**src/rtl/id_ex_stage.sv**
```systemverilog
// ID/EX pipeline register for the 5-stage MIPS datapath.
// Holds decoded operands and controls for one cycle. Forwards EX/MEM and
// MEM/WB results into the ALU operands. Raises load_use when the instruction
// in ID needs a value that the load now in EX has not fetched yet.
module id_ex_stage #(
    parameter int DATA_W = 32,
    parameter int REG_AW = 5,
    parameter int FWD_EN = 1
) (
    input  logic              clk,
    input  logic              rst_n,
    input  logic              stall,
    input  logic              flush,
    input  logic              id_valid,
    input  logic [DATA_W-1:0] id_rs_data,
    input  logic [DATA_W-1:0] id_rt_data,
    input  logic [DATA_W-1:0] id_imm,
    input  logic [REG_AW-1:0] id_rs,
    input  logic [REG_AW-1:0] id_rt,
    input  logic [REG_AW-1:0] id_rd,
    input  logic [3:0]        id_alu_op,
    input  logic              id_alu_src,
    input  logic              id_reg_dst,
    input  logic              id_reg_write,
    input  logic              id_mem_read,
    input  logic              id_mem_write,
    input  logic              id_mem_to_reg,
    input  logic              exmem_reg_write,
    input  logic [REG_AW-1:0] exmem_rd,
    input  logic [DATA_W-1:0] exmem_result,
    input  logic              memwb_reg_write,
    input  logic [REG_AW-1:0] memwb_rd,
    input  logic [DATA_W-1:0] memwb_result,
    output logic [3:0]        op,
    output logic [DATA_W-1:0] din1_alu,
    output logic [DATA_W-1:0] din2_alu,
    output logic [DATA_W-1:0] ex_store_data,
    output logic [REG_AW-1:0] ex_dest,
    output logic              ex_reg_write,
    output logic              ex_mem_read,
    output logic              ex_mem_write,
    output logic              ex_mem_to_reg,
    output logic              ex_valid,
    output logic              load_use
);

    // Everything the stage holds between ID and EX. An all-zero word is a
    // bubble: not valid, no writes, op AND on zero operands.
    typedef struct packed {
        logic              valid;
        logic              reg_write;
        logic              mem_read;
        logic              mem_write;
        logic              mem_to_reg;
        logic              alu_src;
        logic [3:0]        alu_op;
        logic [REG_AW-1:0] dest;
        logic [REG_AW-1:0] rs;
        logic [REG_AW-1:0] rt;
        logic [DATA_W-1:0] rs_data;
        logic [DATA_W-1:0] rt_data;
        logic [DATA_W-1:0] imm;
    } pipe_t;

    pipe_t pipe_q;
    pipe_t id_word;

    logic [DATA_W-1:0] fwd_rs;
    logic [DATA_W-1:0] fwd_rt;

    // Pick the freshest copy of a source register. EX/MEM is younger than
    // MEM/WB, so it is checked first; $0 is hard-wired and never forwarded.
    function automatic logic [DATA_W-1:0] forward(
        input logic [REG_AW-1:0] src,
        input logic [DATA_W-1:0] reg_val
    );
        logic [DATA_W-1:0] sel;
        sel = reg_val;
        if (FWD_EN != 0) begin
            if (exmem_reg_write && (exmem_rd != '0) && (exmem_rd == src))
                sel = exmem_result;
            else if (memwb_reg_write && (memwb_rd != '0) && (memwb_rd == src))
                sel = memwb_result;
        end
        return sel;
    endfunction

    // Assemble the word captured from ID; an empty ID slot carries no controls.
    always_comb begin
        // NOTE: every field gets a default first so this block can never infer a latch.
        id_word            = '0;
        id_word.valid      = id_valid;
        id_word.reg_write  = id_valid & id_reg_write;
        id_word.mem_read   = id_valid & id_mem_read;
        id_word.mem_write  = id_valid & id_mem_write;
        id_word.mem_to_reg = id_valid & id_mem_to_reg;
        id_word.alu_src    = id_valid & id_alu_src;
        id_word.alu_op     = id_valid ? id_alu_op : 4'b0000;
        id_word.dest       = id_reg_dst ? id_rd : id_rt;
        id_word.rs         = id_rs;
        id_word.rt         = id_rt;
        id_word.rs_data    = id_rs_data;
        id_word.rt_data    = id_rt_data;
        id_word.imm        = id_imm;
    end

    // Load-use: the load in EX writes a register that ID is about to read.
    always_comb begin
        load_use = pipe_q.valid & pipe_q.mem_read & id_valid &
                   (pipe_q.dest != '0) &
                   ((pipe_q.dest == id_rs) | (pipe_q.dest == id_rt));
    end

    // Pipeline register: flush beats stall, stall beats a load-use bubble.
    always_ff @(posedge clk or negedge rst_n) begin
        // NOTE: the whole stage, data included, is reset so outputs are defined at once.
        if (!rst_n) begin
            pipe_q <= '0;
        end else if (flush) begin
            // NOTE: non-blocking assignment for all sequential state.
            pipe_q <= '0;
        end else if (stall) begin
            pipe_q <= pipe_q;
        end else if (load_use) begin
            pipe_q <= '0;
        end else begin
            pipe_q <= id_word;
        end
    end

    // Operand forwarding from the registered rs/rt specifiers.
    always_comb begin
        fwd_rs = forward(pipe_q.rs, pipe_q.rs_data);
        fwd_rt = forward(pipe_q.rt, pipe_q.rt_data);
    end

    // Drive the ALU and the downstream controls.
    always_comb begin
        op            = pipe_q.alu_op;
        din1_alu      = fwd_rs;
        din2_alu      = pipe_q.alu_src ? pipe_q.imm : fwd_rt;
        ex_store_data = fwd_rt;
        ex_dest       = pipe_q.dest;
        ex_reg_write  = pipe_q.reg_write;
        ex_mem_read   = pipe_q.mem_read;
        ex_mem_write  = pipe_q.mem_write;
        ex_mem_to_reg = pipe_q.mem_to_reg;
        ex_valid      = pipe_q.valid;
    end

endmodule

```
**config.mk**
```make
export PLATFORM = sky130hd
export DESIGN_NAME = id_ex_stage
export DESIGN_NICKNAME = d
export VERILOG_FILES = /design/src/rtl/id_ex_stage.sv
export SDC_FILE = /design/constraint.sdc
export NUM_CORES = 1
export LEC_CHECK = 0
export ABC_AREA = 1
export BUFFER_PORTS_ARGS = -buffer_cell sky130_fd_sc_hd__buf_2
export CAP_MARGIN = 20
export CELL_PAD_IN_SITES_DETAIL_PLACEMENT = 1
export CELL_PAD_IN_SITES_GLOBAL_PLACEMENT = 1
export CORE_MARGIN = 2
export CORE_UTILIZATION = 37
export DETAILED_ROUTE_END_ITERATION = 8
export PLACE_DENSITY = 0.85
export SETUP_SLACK_MARGIN = 0.02
export SLEW_MARGIN = 40
export SYNTH_ARGS = -nofsm -noshare
export SYNTH_HDL_FRONTEND = slang
export SYNTH_SLANG_ARGS = --single-unit
```
**constraint.sdc**
```tcl
create_clock -name clk -period 3.7 [get_ports clk]
set_clock_uncertainty 0.05 [all_clocks]
set_input_delay 0.74 -clock clk [delete_from_list [all_inputs] [get_ports clk]]
set_output_delay 0.74 -clock clk [all_outputs]
set_load 0.01 [all_outputs]
```
==> impl_metrics.json <==
{
  "dieHeight_um": 149,
  "period_needed_ns": 3.14,
  "die-width_um": 149,
  "pwr-share-clk_pct": 45.3,
  "detailed_place_hpwl_um": 24200,
  "htreeDepth": 4,
  "cts_hold_buf": 0,
  "cts_tree": "yes",
  "yosysWarnings": 0,
  "min_period_over_period_pct": 84.8,
  "wl_per_cell_um": 20.0,
  "path_clk_slew_ns": 0.06,
  "postCtsSetupBuffers": 0,
  "drtAntennaViolNets": 0,
  "hold_viol_final": 0,
  "r2r_end": "pipe_q[21]",
  "drive_gt1_share_pct": 28.7,
  "syn_area_per_cell_um2": 7.12,
  "hold_path_class": "input pin to asynchronous set/reset pin",
  "dpl_worst_slack_ns": 0.606,
  "synth_cells": 1092,
  "grt_overflow": 0,
  "hold_slack_ns": 0.147,
  "cts_resized": 0,
  "placed_cell_area_mm2": 0.00952,
  "cp_cell_sequence": "buf_2 -> inv_1 -> nand2_1 -> nand2_1 -> nand3_1 -> nor2_2 -> buf_4 -> nand3_1 -> nand3_1 -> nand3_1 -> nand2_1 -> buf_2",
  "layout_setup_ws_ns": 0.564,
  "comb_power_share_pct": 19.1,
  "p_seq_share_pct": 35.6,
  "reg2reg_slack_ns": 1.63,
  "maxSlewViolCount": 0,
  "slew_headroom_pct": 47.0,
  "die_area_mm2": 0.0222,
  "cp.required_ns": 2.91,
  "synthArstFlopShare_pct": 100,
  "crit_type": "input pin to output pin",
  "synth_cell_types": 32,
  "critPathLaunchType": "input pin",
  "synth_edf_count": 0,
  "clock_latency_ns": 0.41,
  "io_pins": 313,
  "synthesis.area_mm2": 0.00778,
  "finalSetupTns_ns": 0,
  "switching_share_pct": 29.3,
  "numCtsBuffers": 17,
  "io_buffers": 312,
  "ys.flop_type": "dfrtp_1",
  "cp-end-kind": "output pin",
  "timing.rr.start": "ex_dest[3]",
  "rsz0062_at_grt": "false",
  "crit_slowest_cell": "buf_4",
  "ys_seq_area_share_pct": 38.9,
  "p_leak_nw": 5.77,
  "largest_reg_flops": 107,
  "antenna_found_initial": 4,
  "finalNonFillerCells": 1657,
  "dr.pass1.iters": 5,
  "yosys-top-cells-area": "dfrtp_1 (39%), nand2_1 (18%), nand3_1 (16%)",
  "syn_nets": 1294,
  "crit_arrival_ns": 2.35,
  "cts_num_sinks": 121,
  "fmax_ghz": 0.319,
  "crit_path_max_incr_delay_ns": 0.37,
  "cts.path.max_buffers": 2,
  "cts_root_buf": "clkbuf_16",
  "setup_viol": 0,
  "post-route-util_pct": 48.9,
  "ir_drop_mv": 0.301,
  "drcViolationCount": 0,
  "via_per_inst": 5.39,
  "coreArea_mm2": 0.0208,
  "grt_usage_pct": 29.7,
  "crit_buf_inv": 4,
  "vias": 8931,
  "switchingPower_mw": 1.19,
  "intPower_mw": 2.86,
  "synth_top_area_share_pct": 38.9,
  "largest_register": "pipe_q",
  "finalPower_mw": 4.05,
  "stdcell_area_mm2": 0.0102,
  "crit_family": "simple AND/OR/NAND/NOR gates",
  "cp_max_fo": 32,
  "first_iter_violations": 574,
  "dp.cells": 1622,
  "gp_congestion": 0.883,
  "ff2ff_path_depth": 8,
  "power.density_mw_per_mm2": 398,
  "grt_pass1_wl_um": 50800,
  "synth-seq-cells": 121,
  "grt_max_degree": 121,
  "worstMarginPinSlew_ns": 0.793,
  "num_rows": 53,
  "nets": 1568,
  "cpMostUsedCell": "nand3_1",
  "run_status": "finished clean",
  "wl_um": 33200,
  "start_util_pct": 37.4,
  "grt_pass1_vias": 9415,
  "cap_violations": 0,
  "synth_top_cell_by_area": "dfrtp_1",
  "area_growth_pct": 30.8
}
-- worst max-delay path by stage --
stage | from | end | slack, ns | depth (start not counted)
4_1_cts | memwb_rd[3] | din2_alu[17] | 0.58 | 11
2_1_floorplan | exmem_rd[0] | din1_alu[11] | 1.16 | 8
6_report | memwb_rd[4] | din2_alu[17] | 0.56 | 12
3_3_place_gp | exmem_rd[0] | ex_store_data[14] | 0.65 | 8
3_5_place_dp | memwb_rd[4] | din2_alu[17] | 0.61 | 12
5_1_grt | pipe_q[99] | din2_alu[17] | 0.43 | 12
-- cell usage in the layout, fill, tap and decap left out, drive strengths merged, types with 15 or more instances in the layout --
cell	count
nand3	254
inv	56
nand3b	65
and2	32
xor2	15
clkbuf	19
nand2	382
dfrtp	121
buf	341
o21ai	45
-- kinds of logic after synthesis --
group	Yosys count	share of synthesized area, %
AO/OA/AOI/OAI	48	3.19
XOR/XNOR	22	2.48
buffers and inverters	142	9.01
flip-flops	121	38.9
multiplexers	4	0.579
AND/OR/NAND/NOR	755	45.8
-- Yosys cell counts (all sizes together), types with 7 or more instances --
library cell  instances
xnor2                 7
inv                  56
nand3               254
o21ai                45
nor2                 14
and2                 32
dfrtp               121
nand3b               65
xor2                 15
clkbuf               32
nand2               382
buf                  54
-- power groups by stage --
stage | combinational [mW] | sequential (mW) | clock (mW)
2_1_floorplan | 0.387 | 1.45 | 0
3_3_place_gp | 0.751 | 1.46 | 0
3_5_place_dp | 0.765 | 1.46 | 0
4_1_cts | 0.773 | 1.44 | 1.86
5_1_grt | 0.846 | 1.45 | 1.91
6_report | 0.772 | 1.44 | 1.84
-- area by class of cell --
class / count / area (µm²)
diodes: 3 / 7.51
well taps: 275 / 344
clock inverters: 13 / 195
multi-input cells: 829 / 4090
flip-flops and latches: 121 / 3030
clock buffers: 19 / 453
repair buffers: 341 / 1840
inverters: 56 / 210
fillers: 2776 / 10700
-- routing by layer --
metal | global-route usage, % | wire length, µm
met5 | 0 | 12
met4 | 14.0 | 1260
met3 | 6.30 | 2480
met2 | 49.7 | 16000
met1 | 36.5 | 13400
(Power assumes the default switching activity.)
